==> src/rtl/spdif_pkg.sv <==
// Shared types and constants for the S/PDIF receive path.
package spdif_pkg;

    // Pulse width classes, in unit intervals (UI = half bit cell)
    typedef enum logic [1:0] {PC_S, PC_M, PC_L, PC_BAD} pulse_e;

    // Preamble kinds; PRE_NONE marks an unrecognised pulse sequence
    typedef enum logic [1:0] {PRE_B, PRE_M, PRE_W, PRE_NONE} pre_e;

    // Framing FSM states
    typedef enum logic [1:0] {ST_HUNT, ST_PRE, ST_DATA} state_e;

    localparam int SLOT_AUDIO = 4;
    localparam int SLOT_V     = 28;
    localparam int SLOT_U     = 29;
    localparam int SLOT_C     = 30;
    localparam int SLOT_P     = 31;

    // Identify a preamble from the three pulses that follow its leading L
    function automatic pre_e decode_pre(pulse_e p2, pulse_e p3, pulse_e p4);
        pre_e k;
        k = PRE_NONE;
        if (p2 == PC_S && p3 == PC_S && p4 == PC_L) k = PRE_B;
        if (p2 == PC_L && p3 == PC_S && p4 == PC_S) k = PRE_M;
        if (p2 == PC_M && p3 == PC_S && p4 == PC_M) k = PRE_W;
        return k;
    endfunction

endpackage

==> src/rtl/spdif_audio_decoder_if.sv <==
// Decoded-subframe stream from the receiver to downstream audio logic.
interface spdif_audio_decoder_if #(
    parameter int audio_width = 16
);
    logic                   o_valid;
    logic                   o_ready;
    logic [audio_width-1:0] o_audio;
    logic                   o_is_left;
    logic                   o_is_error;
    logic                   o_block_start;
    logic                   o_user;
    logic                   o_channel_status;
    logic                   o_locked;
    logic                   o_overrun;

    modport master (
        output o_valid, o_audio, o_is_left, o_is_error, o_block_start,
               o_user, o_channel_status, o_locked, o_overrun,
        input  o_ready
    );

    modport slave (
        input  o_valid, o_audio, o_is_left, o_is_error, o_block_start,
               o_user, o_channel_status, o_locked, o_overrun,
        output o_ready
    );
endinterface

==> src/rtl/spdif_pulse_classifier.sv <==
// Line front end: synchronise, find transitions, measure and classify the
// time between them. One registered pulse_valid per transition.
module spdif_pulse_classifier
    import spdif_pkg::*;
#(
    parameter int unit_cycles = 8
) (
    input  logic   clk,
    input  logic   reset,
    input  logic   spdif,
    output logic   pulse_valid,
    output pulse_e pulse_class,
    output logic   timeout
);
    localparam int SAT  = 4 * unit_cycles;
    localparam int CW   = $clog2(SAT + 1);
    localparam int TH_S = (3 * unit_cycles) / 2;
    localparam int TH_M = (5 * unit_cycles) / 2;
    localparam int TH_L = (7 * unit_cycles) / 2;

    logic [2:0]    sync;   // [1:0] synchroniser, [2] previous sampled level
    logic          edge_det;
    logic [CW-1:0] width;  // cycles since last transition, saturating

    assign edge_det = sync[1] ^ sync[2];

    function automatic pulse_e classify(logic [CW-1:0] w);
        if (w < CW'(TH_S)) return PC_S;
        if (w < CW'(TH_M)) return PC_M;
        if (w < CW'(TH_L)) return PC_L;
        return PC_BAD;
    endfunction

    // Synchronise, count, and register the class of each completed pulse
    always_ff @(posedge clk or posedge reset) begin
        if (reset) begin
            sync        <= '0;
            width       <= '0;
            pulse_valid <= 1'b0;
            pulse_class <= PC_S;
            timeout     <= 1'b0;
        end else begin
            sync        <= {sync[1:0], spdif};
            pulse_valid <= edge_det;
            pulse_class <= classify(width);
            // Fires once, on the cycle the counter reaches saturation
            timeout     <= !edge_det && (width == CW'(SAT - 1));
            if (edge_det)
                width <= CW'(1);
            else if (width != CW'(SAT))
                width <= width + CW'(1);
        end
    end

endmodule

==> src/rtl/spdif_audio_decoder.sv <==
// S/PDIF receiver: preamble/bit framing FSM, parity, lock tracking and a
// single-entry output register with valid/ready handshake.
module spdif_audio_decoder
    import spdif_pkg::*;
#(
    parameter int audio_width = 16,
    parameter int unit_cycles = 8
) (
    input  logic                  clk,
    input  logic                  reset,
    input  logic                  spdif,
    spdif_audio_decoder_if.master bus
);
    logic        pv, tmo;
    pulse_e      pc;

    state_e      state_q, state_d;
    logic [1:0]  pre_idx;    // preamble pulse expected next (0 = leading L)
    pulse_e      p2, p3;
    pre_e        pre_kind;
    logic        have_s;     // first half of a '1' cell already seen
    logic [4:0]  slot;
    logic [26:0] sr;         // slots 4..30, newest at the top
    logic        is_left_q, blk_q;
    logic [1:0]  good_cnt;

    logic        bit_valid, frame_err, sub_done, par_err;
    logic [27:0] word_full;  // slots 4..31, meaningful on the final bit

    spdif_pulse_classifier #(.unit_cycles(unit_cycles)) u_cls (
        .clk        (clk),
        .reset      (reset),
        .spdif      (spdif),
        .pulse_valid(pv),
        .pulse_class(pc),
        .timeout    (tmo)
    );

    // FSM state register
    always_ff @(posedge clk or posedge reset) begin
        if (reset) state_q <= ST_HUNT;
        else       state_q <= state_d;
    end

    // FSM next state
    always_comb begin
        state_d = state_q;
        if (tmo) begin
            state_d = ST_HUNT;
        end else if (pv) begin
            case (state_q)
                ST_HUNT: if (pc == PC_L) state_d = ST_PRE;
                ST_PRE: begin
                    if (frame_err)             state_d = ST_HUNT;
                    else if (pre_idx == 2'd3)  state_d = ST_DATA;
                end
                ST_DATA: begin
                    if (sub_done)       state_d = ST_PRE;
                    else if (frame_err) state_d = ST_HUNT;
                end
                default: state_d = ST_HUNT;
            endcase
        end
    end

    // FSM outputs: per-pulse decode strobes
    always_comb begin
        pre_kind  = decode_pre(p2, p3, pc);
        word_full = {have_s, sr};
        par_err   = ^word_full;
        bit_valid = 1'b0;
        frame_err = 1'b0;
        if (pv) begin
            case (state_q)
                ST_PRE:
                    frame_err = (pre_idx == 2'd0 && pc != PC_L) ||
                                (pre_idx == 2'd3 && pre_kind == PRE_NONE);
                ST_DATA: begin
                    bit_valid = have_s ? (pc == PC_S) : (pc == PC_M);
                    // A lone S is the legal first half of a '1'
                    frame_err = !bit_valid && (have_s || pc != PC_S);
                end
                default: ;
            endcase
        end
        sub_done = bit_valid && (slot == 5'(SLOT_P));
    end

    // Preamble capture and bit shift register
    always_ff @(posedge clk or posedge reset) begin
        if (reset) begin
            pre_idx   <= '0;
            p2        <= PC_S;
            p3        <= PC_S;
            have_s    <= 1'b0;
            slot      <= '0;
            sr        <= '0;
            is_left_q <= 1'b0;
            blk_q     <= 1'b0;
        end else if (pv && !tmo) begin
            case (state_q)
                ST_HUNT: pre_idx <= 2'd1;
                ST_PRE: begin
                    pre_idx <= pre_idx + 2'd1;
                    if (pre_idx == 2'd1) p2 <= pc;
                    if (pre_idx == 2'd2) p3 <= pc;
                    if (pre_idx == 2'd3) begin
                        is_left_q <= (pre_kind != PRE_W);
                        blk_q     <= (pre_kind == PRE_B);
                        slot      <= 5'(SLOT_AUDIO);
                        have_s    <= 1'b0;
                    end
                end
                ST_DATA: begin
                    if (bit_valid) begin
                        sr     <= {have_s, sr[26:1]};
                        have_s <= 1'b0;
                        slot   <= slot + 5'd1;
                        // Slot 31's last pulse ends on the next preamble's
                        // leading edge, so its leading L is still to come
                        if (sub_done) pre_idx <= 2'd0;
                    end else begin
                        have_s <= 1'b1;
                    end
                end
                default: ;
            endcase
        end
    end

    // Lock: two consecutive clean subframes; any error drops it
    always_ff @(posedge clk or posedge reset) begin
        if (reset) begin
            good_cnt     <= '0;
            bus.o_locked <= 1'b0;
        end else if (tmo || frame_err || (sub_done && par_err)) begin
            good_cnt     <= '0;
            bus.o_locked <= 1'b0;
        end else if (sub_done) begin
            good_cnt     <= (good_cnt == 2'd2) ? 2'd2 : good_cnt + 2'd1;
            bus.o_locked <= (good_cnt != 2'd0);
        end
    end

    // Output register: hold until accepted, drop newcomers while blocked
    always_ff @(posedge clk or posedge reset) begin
        if (reset) begin
            bus.o_valid          <= 1'b0;
            bus.o_audio          <= '0;
            bus.o_is_left        <= 1'b0;
            bus.o_is_error       <= 1'b0;
            bus.o_block_start    <= 1'b0;
            bus.o_user           <= 1'b0;
            bus.o_channel_status <= 1'b0;
            bus.o_overrun        <= 1'b0;
        end else begin
            bus.o_overrun <= 1'b0;
            if (sub_done) begin
                if (!bus.o_valid || bus.o_ready) begin
                    bus.o_valid          <= 1'b1;
                    bus.o_audio          <= word_full[SLOT_V-SLOT_AUDIO-1 -: audio_width];
                    bus.o_is_left        <= is_left_q;
                    bus.o_is_error       <= par_err | word_full[SLOT_V-SLOT_AUDIO];
                    bus.o_block_start    <= blk_q;
                    bus.o_user           <= word_full[SLOT_U-SLOT_AUDIO];
                    bus.o_channel_status <= word_full[SLOT_C-SLOT_AUDIO];
                end else begin
                    bus.o_overrun <= 1'b1;
                end
            end else if (bus.o_valid && bus.o_ready) begin
                bus.o_valid <= 1'b0;
            end
        end
    end

endmodule
==> src/flat_wrapper.sv <==
// flat-port wrapper written by rule: the top's interface ports become plain ports
module spdif_audio_decoder_flat import spdif_pkg::*;
#(
    parameter int audio_width = 16,
    parameter int unit_cycles = 8
)
  (clk, reset, spdif, bus_o_valid, bus_o_audio, bus_o_is_left, bus_o_is_error, bus_o_block_start, bus_o_user, bus_o_channel_status, bus_o_locked, bus_o_overrun, bus_o_ready);
  spdif_audio_decoder_if #(.audio_width(audio_width)) bus_i ();
  input  logic clk;
  input  logic reset;
  input  logic spdif;
  output wire logic [$bits(bus_i.o_valid)-1:0] bus_o_valid;
  output wire logic [$bits(bus_i.o_audio)-1:0] bus_o_audio;
  output wire logic [$bits(bus_i.o_is_left)-1:0] bus_o_is_left;
  output wire logic [$bits(bus_i.o_is_error)-1:0] bus_o_is_error;
  output wire logic [$bits(bus_i.o_block_start)-1:0] bus_o_block_start;
  output wire logic [$bits(bus_i.o_user)-1:0] bus_o_user;
  output wire logic [$bits(bus_i.o_channel_status)-1:0] bus_o_channel_status;
  output wire logic [$bits(bus_i.o_locked)-1:0] bus_o_locked;
  output wire logic [$bits(bus_i.o_overrun)-1:0] bus_o_overrun;
  input wire logic [$bits(bus_i.o_ready)-1:0] bus_o_ready;
  assign bus_o_valid = bus_i.o_valid;
  assign bus_o_audio = bus_i.o_audio;
  assign bus_o_is_left = bus_i.o_is_left;
  assign bus_o_is_error = bus_i.o_is_error;
  assign bus_o_block_start = bus_i.o_block_start;
  assign bus_o_user = bus_i.o_user;
  assign bus_o_channel_status = bus_i.o_channel_status;
  assign bus_o_locked = bus_i.o_locked;
  assign bus_o_overrun = bus_i.o_overrun;
  assign bus_i.o_ready = bus_o_ready;
  spdif_audio_decoder #(.audio_width(audio_width), .unit_cycles(unit_cycles)) u_core (.clk(clk), .reset(reset), .spdif(spdif), .bus(bus_i));
endmodule
==> config.mk <==
export PLATFORM = sky130hd
export DESIGN_NAME = spdif_audio_decoder_flat
export DESIGN_NICKNAME = d
export VERILOG_FILES = /design/src/rtl/spdif_pkg.sv /design/src/rtl/spdif_audio_decoder_if.sv /design/src/rtl/spdif_pulse_classifier.sv /design/src/rtl/spdif_audio_decoder.sv /design/src/flat_wrapper.sv
export SDC_FILE = /design/constraint.sdc
export NUM_CORES = 1
export LEC_CHECK = 0
export ABC_AREA = 1
export BUFFER_PORTS_ARGS = -buffer_cell sky130_fd_sc_hd__buf_2
export CAP_MARGIN = 10
export CORE_UTILIZATION = 45
export CTS_CLUSTER_DIAMETER = 120
export DETAILED_ROUTE_END_ITERATION = 10
export SETUP_SLACK_MARGIN = 0.1
export SYNTH_ARGS = -nofsm -noshare
export SYNTH_HDL_FRONTEND = slang
export SYNTH_SLANG_ARGS = --single-unit
==> constraint.sdc <==
create_clock -name clk -period 4 [get_ports clk]
set_input_delay 0.8 -clock clk [delete_from_list [all_inputs] [get_ports clk]]
set_output_delay 0.8 -clock clk [all_outputs]
set_load 0.01 [all_outputs]
==> results.md <==
* Status: complete, no violations
* Commonest register cell after synthesis: dfrtp_1
* Max clock buf depth at 2
* Post-synth EDFFs at 0
* Largest net degree at the start of global routing at 49
* CP Max Fanout at 32
* Starting Density at 46.8%
* Total CTS buffers at 9
* Post-Layout Cell Count at 639
* Syn avg cell area at 8.28 um2
* Fin Clk Skew at 8.27 ps
* Clock Power Share at 31.3%
* Share of layout cells above drive strength 1 at 12.4%
* P_leak at 2.45 nW
* Layout Nets at 543
* Port Buf Inserts at 27
* Switching portion of total power at 32.4%
* DR pass1 iterations at 4
* Warnings from Yosys at 0
* Gate power share at 24.9%
* Crit path capture type: register
* Final HPWL DP at 5.35 mm
* Initial antenna violation count at 0
* Die height at 97.5 um
* Unrepaired setup endpoints after global routing: no
* Clk Latency, worst-skew pair at 350 ps
* Post-Place Cells at 623
* Clk sinks at 82
* TritonCTS clock tree: built
* Die area at 0.00950 mm2
* Min Tclk post-route at 2210 ps
* Cell area after synthesis at 0.00410 mm2
* Number of global-route vias before repair at 2971
* Final Slew Violations at 0
* Post-DR wirelength/cell at 11.6 um
* Number of diodes at 0
* Netlist cell types at 36
* Post-route DRC at 0
* Max_cap viols at 0
* Final setup TNS at 0 ps
* Final Hold Viols at 0
* Crit path kind: register to register
* Gp weighted congestion at 0.836
* Total number of vias at 3060
* Mapped Cells at 495
* Core ar. at 0.00876 mm2
* Sequential power share at 43.8%
* Hold WS at 350 ps
* Detail Route Antenna Nets at 0
* Synth Net Count at 512
* Hold Crit Class: register to register
* CP Data Required Time at 4230 ps
* Routed wire length at 7.44 mm
* Net Switching at 703 uW
* Synthesized flop and latch total at 82
* CP Launch Type: register
* Fmax at 0.452 GHz
* Chip Width at 97.5 um
* Ys async rst share at 100%
* H-tree depth at 3
* Worst Path Arrival at 2440 ps
* GRT Total Usage at 17.1%
* Crit share post-route at 55.3%
* Sequential area share after synthesis at 50.0%
* PwrDens at 478 mW/mm2
* Worst slew pin tran at 743 ps
* Worst VDD drop at 0.244 mV
* # IOs at 28
* Final core area utilization at 51.9%
* Clk pin slew, worst setup/hold paths at 80 ps
* Post-CTS Setup Bufs at 0
* First-pass GRT wire length at 13.0 mm
* Total global routing overflow at 0
* Syn-to-layout area delta at 10.9%
* Root buffer cell: clkbuf_8
* DRT iter0 DRCs at 125
* Rows at 34
* Slew HR at 50.3%
* Internal power at 1.47 mW
* # resized after CTS at 0
* Number of hold buffers added after CTS at 0
* Setup violators final at 0
* Vias per inst at 4.79
-- worst max-delay path, stage by stage (launching register included) --
cell and delay (ps):
dfrtp_1 420, inv_1 100, ha_1 270, nand2_1 180, nor2_8 190, nand2_4 100
nor2_4 250, inv_2 290, nor2_1 220, a21boi_2 70
-- cell usage after synthesis (2+ instances only) --
master | count | area (um2)
nand2_1 | 181 | 679
dfrtp_1 | 82 | 2050
inv_1 | 60 | 225
o21ai_0 | 29 | 145
nor2_1 | 25 | 93.8
nand3_1 | 18 | 90.1
o21ai_1 | 14 | 70.1
ha_1 | 13 | 163
xnor2_1 | 12 | 105
xor2_1 | 8 | 70.1
mux2_2 | 7 | 78.8
a21oi_1 | 6 | 30.0
buf_6 | 4 | 45.0
inv_2 | 4 | 15.0
nor3_1 | 4 | 20.0
buf_2 | 3 | 15.0
nand4_1 | 3 | 18.8
a32o_1 | 2 | 20.0
clkbuf_1 | 2 | 7.51
o21ai_2 | 2 | 17.5
-- worst paths after layout --
check	from	endpoint	slack (ps)	cells past startpoint
hold reg to reg	u_core.u_cls.sync[0]	u_core.u_cls.sync[1]	350	0
hold / removal	u_core.u_cls.sync[0]	u_core.u_cls.sync[1]	350	0
setup reg to reg	u_core.state_q[0]	u_core.bus.o_is_error	1790	9
min in group asynchronous	reset	u_core.state_q[0]	420	2
max in group asynchronous	reset	u_core.bus.o_audio[7]	2830	3
setup / recovery	u_core.state_q[0]	u_core.bus.o_is_error	1790	9
-- kinds of logic after synthesis --
family                   after synthesis  synth area share [%]
AND/OR/NAND/NOR                      241                  24.2
buffers and inverters                 74                  7.60
flip-flops                            82                  50.0
AO/OA/AOI/OAI                         57                  7.78
XOR/XNOR                              20                  4.27
adder cells (fa/ha/maj)               13                  3.97
multiplexers                           8                  2.17
-- power by group through the flow --
stage / registers (mW) / logic (mW) / clock network, mW
finish: 0.953 / 0.540 / 0.680
global route: 0.962 / 0.624 / 0.731
CTS: 0.952 / 0.545 / 0.702
detailed placement: 0.968 / 0.542 / 0
global placement: 0.966 / 0.530 / 0
floorplan: 0.958 / 0.432 / 0
-- layer usage --
layer / track usage [%] / wire length [um] / vias to the layer above
li1: - / - / 1598
met2: 28.5 / 3570 / 37
met1: 21.0 / 3520 / 1417
met5: 0 / 0 / -
met3: 5.11 / 242 / 8
met4: 6.22 / 109 / 0
-- registers in the layout, summed over array words and instances (netlist names) --
signal and count:
u_core.sr 27, u_core.bus.o_audio 16, u_core.u_cls.width 6, u_core.slot 5
u_core.u_cls.sync 3, u_core.good_cnt 2, u_core.p2 2, u_core.p3 2
u_core.pre_idx 2, u_core.state_q 2, u_core.u_cls.pulse_class 2, u_core.blk_q 1
u_core.bus.o_block_start 1, u_core.bus.o_channel_status 1, u_core.bus.o_is_error 1, u_core.bus.o_is_left 1
u_core.bus.o_locked 1, u_core.bus.o_overrun 1, u_core.bus.o_user 1, u_core.bus.o_valid 1
u_core.have_s 1, u_core.is_left_q 1, u_core.u_cls.pulse_valid 1, u_core.u_cls.timeout 1
-- final cells by class --
| cell class | count | area, um2 |
|---|---|---|
| fillers | 813 | 4220 |
| repair buffers | 29 | 150 |
| multi-input cells | 339 | 1740 |
| well taps | 108 | 135 |
| clock inverters | 4 | 73.8 |
| clock buffers | 12 | 155 |
| inverters | 65 | 245 |
| flip-flops and latches | 82 | 2050 |
-- stage by stage --
| step | cell area, um2 | total power, mW | setup slack [ps] |
|---|---|---|---|
| 3_5_place_dp | 4320 | 1.51 | 1850 |
| 4_1_cts | 4550 | 2.20 | 1800 |
| 5_1_grt | 4550 | 2.32 | 1580 |
| 3_3_place_gp | 4320 | 1.50 | 1910 |
| 6_report | 4550 | 2.17 | 1790 |
| 2_1_floorplan | 4100 | 1.39 | 1090 |
-- layout by cell type, fill, tap and decap left out, types with 3 or more instances in the layout --
cell      instances
inv_1            59
nor2_1           25
xor2_1            8
nand2_1         181
inv_2             4
ha_1             13
mux2_2            7
xnor2_1          12
o21ai_0          29
o21ai_1          14
a21oi_1           6
dfrtp_1          82
buf_2            27
clkbuf_8         11
nand4_1           3
nor3_1            4
nand3_1          18
Power figures use the tool's default switching activity.
